===== src/rtl/rpsc_hv_sequencer.sv =====
// HV turn-on/turn-off sequencer: brings up G1, then the anode, supervises RUN, and latches faults.
// Optional fault logging (first-cause code hold plus saturating fault counter) is enabled by RPSC_SEQ_FAULT_LOG_EN.
module rpsc_hv_sequencer #(
  parameter int G1_TIMEOUT = 192,
  parameter int AN_TIMEOUT = 384,
  parameter int STOP_DELAY = 64
) (
  input  logic       clk,
  input  logic       reset,
  input  logic       start_req,
  input  logic       stop_req,
  input  logic       fault_clear,
  input  logic       alarm_ok,
  input  logic       g1_ok,
  input  logic       an_ready,
  input  logic       an_ok,
  output logic       g1_ps_act,
  output logic       an_ps_act,
  output logic [2:0] state_o,
  output logic       fault,
  output logic [2:0] fault_code,
  output logic [7:0] fault_count
);

  localparam int T_MAX = (G1_TIMEOUT > AN_TIMEOUT)
                       ? ((G1_TIMEOUT > STOP_DELAY) ? G1_TIMEOUT : STOP_DELAY)
                       : ((AN_TIMEOUT > STOP_DELAY) ? AN_TIMEOUT : STOP_DELAY);
  localparam int TW = $clog2(T_MAX) + 1;

  localparam logic [TW-1:0] G1_LAST   = TW'(G1_TIMEOUT - 1);
  localparam logic [TW-1:0] AN_LAST   = TW'(AN_TIMEOUT - 1);
  localparam logic [TW-1:0] STOP_LAST = TW'(STOP_DELAY - 1);

  localparam logic [2:0] FC_NONE  = 3'd0;
  localparam logic [2:0] FC_ALARM = 3'd1;
  localparam logic [2:0] FC_G1_TO = 3'd2;
  localparam logic [2:0] FC_AN_TO = 3'd3;
  localparam logic [2:0] FC_LOSS  = 3'd4;

  typedef enum logic [2:0] {
    IDLE    = 3'd0,
    G1_RAMP = 3'd1,
    AN_RAMP = 3'd2,
    RUN     = 3'd3,
    STOP    = 3'd4,
    FAULT   = 3'd5
  } state_t;

  state_t        state;
  logic [TW-1:0] timer;

`ifdef RPSC_SEQ_FAULT_LOG_EN
  logic [7:0] fault_cnt;
  assign fault_count = fault_cnt;
`else
  assign fault_count = 8'd0;
`endif

  assign state_o = state;

  // Every state entry clears the timer and registers the acts decoded from the new state,
  // so the supplies follow the state on the same edge with no decode lag.
  task automatic go(input state_t nxt);
    state     <= nxt;
    timer     <= '0;
    g1_ps_act <= (nxt == G1_RAMP) || (nxt == AN_RAMP) || (nxt == RUN) || (nxt == STOP);
    an_ps_act <= (nxt == AN_RAMP) || (nxt == RUN);
    fault     <= (nxt == FAULT);
  endtask

  task automatic trip(input logic [2:0] code);
    go(FAULT);
`ifdef RPSC_SEQ_FAULT_LOG_EN
    if (fault_code == FC_NONE) fault_code <= code;
    if (fault_cnt != 8'hFF) fault_cnt <= fault_cnt + 8'd1;
`else
    fault_code <= code;
`endif
  endtask

  always_ff @(posedge clk or posedge reset) begin
    if (reset) begin
      state      <= IDLE;
      timer      <= '0;
      g1_ps_act  <= 1'b0;
      an_ps_act  <= 1'b0;
      fault      <= 1'b0;
      fault_code <= FC_NONE;
`ifdef RPSC_SEQ_FAULT_LOG_EN
      fault_cnt  <= 8'd0;
`endif
    end else begin
      case (state)
        IDLE: begin
          if (start_req && alarm_ok && !stop_req) go(G1_RAMP);
        end
        G1_RAMP: begin
          if (!alarm_ok)               trip(FC_ALARM);
          else if (stop_req)           go(STOP);
          else if (g1_ok && an_ready)  go(AN_RAMP);
          else if (timer == G1_LAST)   trip(FC_G1_TO);
          else                         timer <= timer + TW'(1);
        end
        AN_RAMP: begin
          if (!alarm_ok)               trip(FC_ALARM);
          else if (stop_req)           go(STOP);
          else if (!g1_ok)             trip(FC_LOSS);
          else if (an_ok)              go(RUN);
          else if (timer == AN_LAST)   trip(FC_AN_TO);
          else                         timer <= timer + TW'(1);
        end
        RUN: begin
          if (!alarm_ok)               trip(FC_ALARM);
          else if (stop_req)           go(STOP);
          else if (!g1_ok || !an_ok)   trip(FC_LOSS);
        end
        STOP: begin
          // Anode is already off here; G1 is held for the stop delay before returning to IDLE.
          if (!alarm_ok)               trip(FC_ALARM);
          else if (timer == STOP_LAST) go(IDLE);
          else                         timer <= timer + TW'(1);
        end
        FAULT: begin
          if (fault_clear && alarm_ok) begin
            go(IDLE);
            fault_code <= FC_NONE;
          end
        end
        default: go(IDLE);
      endcase
    end
  end

endmodule


===== config.mk =====
export PLATFORM = sky130hd
export DESIGN_NAME = rpsc_hv_sequencer
export DESIGN_NICKNAME = d
export VERILOG_FILES = /design/src/rtl/rpsc_hv_sequencer.sv
export SDC_FILE = /design/constraint.sdc
export NUM_CORES = 1
export LEC_CHECK = 0
export BUFFER_PORTS_ARGS = -buffer_cell sky130_fd_sc_hd__clkbuf_2
export CAP_MARGIN = 25
export CELL_PAD_IN_SITES_DETAIL_PLACEMENT = 1
export CELL_PAD_IN_SITES_GLOBAL_PLACEMENT = 1
export CORE_ASPECT_RATIO = 0.5
export CORE_UTILIZATION = 37
export DETAILED_ROUTE_END_ITERATION = 8
export GPL_TIMING_DRIVEN = 0
export PLACE_DENSITY = 0.73
export RECOVER_POWER = 100
export SYNTH_ARGS = -nofsm -noshare
export SYNTH_HDL_FRONTEND = slang
export SYNTH_SLANG_ARGS = --single-unit

===== constraint.sdc =====
create_clock -name clk -period 1.9 [get_ports clk]
set_input_delay 0.285 -clock clk [delete_from_list [all_inputs] [get_ports clk]]
set_output_delay 0.285 -clock clk [all_outputs]
set_load 0.03 [all_outputs]

==> out/summary.txt <==
total grt overflow - 0
critical path capture point type - flip-flop
DP Cell Count - 251
pre-CTS setup slack - -0.182 ns
antenna-violating nets left - 0
Vias/cell - 5.64
HPWL Detailed - 2980 um
ranking of synthesized cells by area - dfrtp_1, nand2_1, a21oi_1
multiplexer share of the synthesized area - 4.72%
synth unique cells - 43
Root Buffer - clkbuf_8
Finish-stage setup viols - 11
IO buf count - 17
post-layout min period - 1.99 ns
final hold vios - 0
first-pass GRT wire length - 6940 um
Synth Register Bits - 19
Core Area - 3570 sq um
most common cell in the synthesized netlist - nand2_1
clk sinks - 19
Starting Density - 40.1%
RSZ-0062 raised after global routing - true
CTS tree - built
peak supply drop - 0.000333 V
Total GRT Usage - 21.6%
post-route clock skew - 0.00224 ns
Tightest Pin Transition - 0.804 ns
Seq/Total Area, Yosys - 33.2%
total die area - 4130 sq um
PD cells - 1310 nW/um^2
post-DR wirelength/cell - 16.6 um
critical path's slowest cell - dfrtp_1
largest net degree at the start of global routing - 20
die height - 46.0 um
Simple-Gate Fraction of Synth Area - 25.1%
adder-cell share of the synthesized area - 0.875%
Synth-to-Final Area Change - 29.9%
Fmax - 502 MHz
Mean Syn Cell Area - 8.13 sq um
num rows - 15
failing checks - setup timing
Yosys warning count - 0
total CTS buffers - 3
worst path cell trace - ha_4 > nand4b_1 > nor4_4 > nand2_1 > a221o_1 > mux2_4
post-synthesis cell area - 1430 sq um
critical path's largest stage delay - 0.40 ns
drt first pass iters - 4
TNS Setup - -0.477 ns
Synth Area in XOR/XNOR - 0%
vias in the first global route - 1,383
Worst-path clk slew - 0.08 ns
Post-synth EDFFs - 0
layout cells sized above 1 - 30.8%
Worst-Skew Late Latency - 0.26 ns
HP Class - in -> async
Placer Congestion - 0.833
Yosys top cell by area - dfrtp_1
ys async rst share - 100%
CTS Hold Bufs - 0
P_leak - 0.802 nW
Buf/Inv on CP - 0
antenna cell count - 0
Clock Path Buffers - 2
post-layout util - 52.1%
status - finished with violations
Max-Cap Viols - 0
CP Max Fanout - 3
post-synthesis compound-gate area fraction - 26.4%
max-slew violation count - 0
setup slack, reg-to-reg - -0.09 ns
fin nets - 222
DR DRC count - 0
Power, Total - 2.44 mW
area share of the largest cell type after synthesis - 33.2%
Setup crit start kind - flip-flop
CP arrival - 2.14 ns
Non-Filler Instances - 262
commonest cells in the netlist - nand2_1, dfrtp_1, a21oi_1
vias - 1,478
kind of cell adding the most delay to the critical path - simple AND/OR/NAND/NOR gates
main combinational cell family by area after synthesis - compound AO/OA/AOI/OAI gates
final worst setup slack - -0.0909 ns
antenna violations before repair - 0
ys flop type - dfrtp_1
H-Tree Level Count - 1
Ports - 26
final wirelength - 4350 um
Mapped Cells - 176
CP Data Required Time - 2.05 ns
Iter 0 DRT Violations - 49
Die X-Extent - 89.9 um
Setup Crit Path Kind - reg -> reg
Tcrit/Tclk final - 105%
slew margin rel. - 46.4%
-- area by class of cell --
class | count | area (sq um)
multi-input combinational | 139 | 988
inverter | 7 | 26.3
fill | 452 | 1710
clock buffer | 4 | 45.0
timing repair buffer | 24 | 126
tap | 51 | 63.8
buffer | 18 | 129
sequential | 19 | 479
-- placed cells by master (no fill, tap or decap), types with 2 or more instances in the layout --
cell	Yosys	routed
conb_1	1	8
o21ai_0	12	12
inv_1	7	7
o31ai_2	0	3
a31oi_2	1	2
and3_1	3	3
clkbuf_1	4	11
nor4_4	0	2
buf_6	0	2
a31o_2	2	2
a21o_1	4	4
a211oi_1	2	2
nor2_1	9	8
dfrtp_1	19	16
dfrtp_2	0	3
a21oi_1	14	14
buf_4	9	18
clkbuf_2	0	11
nand2_1	23	23
nand2b_1	2	2
and4bb_2	2	2
o211ai_1	5	5
nor2b_1	6	6
nand3_1	7	6
nand3b_1	2	2
clkbuf_8	0	3
mux2_4	0	5
a22oi_1	2	2
a2bb2oi_1	2	2
nor3_1	5	4
-- timing repair --
action | in CTS | in global routing
resized for setup | 12 | 22
endpoints found under the setup margin | 15 | 19
buffers inserted | 4 | 3
pin swaps | 3 | 5
-- metal layers --
metal	GRT usage, %	routed length [um]
met2	38.8	2070
met5	0	0
met4	1.94	12
met3	4.33	204
met1	28.8	2070
-- kinds of logic (layout without fill, tap and decap cells) --
kind of cell / after synthesis / after routing
muxes: 6 / 6
AOI/OAI and AO/OA: 57 / 57
DFF: 19 / 19
other: 1 / 8
and+or+nand+nor: 67 / 67
buffers and inverters: 25 / 53
adders and majority gates: 1 / 1
-- registers in the layout, indices dropped and copies added (netlist names) --
| name | flops |
|---|---|
| an_ps_act | 1 |
| fault | 1 |
| fault_code | 3 |
| g1_ps_act | 1 |
| state_o | 3 |
| timer | 10 |
-- report_power, final --
part	total (mW)	internal, mW	switching, mW	leakage [nW]
logic	1.50	0.620	0.877	0.531
clock network	0.303	0.150	0.153	0.0228
registers	0.636	0.521	0.115	0.248
-- metrics by stage --
stage	cell area [sq um]	hold slack [ns]
6_report	1860	0.139
5_1_grt	1860	0.218
4_1_cts	1760	0.178
3_5_place_dp	1620	0.469
3_3_place_gp	1620	0.446
2_1_floorplan	1480	0.236
-- path summary, 6_finish.rpt --
kind                       startpoint       endpoint  depth (start not counted)
min in group clk            an_ps_act      an_ps_act                          1
hold / removal                  reset       timer[2]                          2
hold reg to reg             an_ps_act      an_ps_act                          1
max in group asynchronous       reset     state_o[1]                          2
setup reg to reg             timer[1]  fault_code[2]                          6
setup / recovery             timer[1]  fault_code[2]                          6
Note: power is estimated with default switching activity, not from simulation.
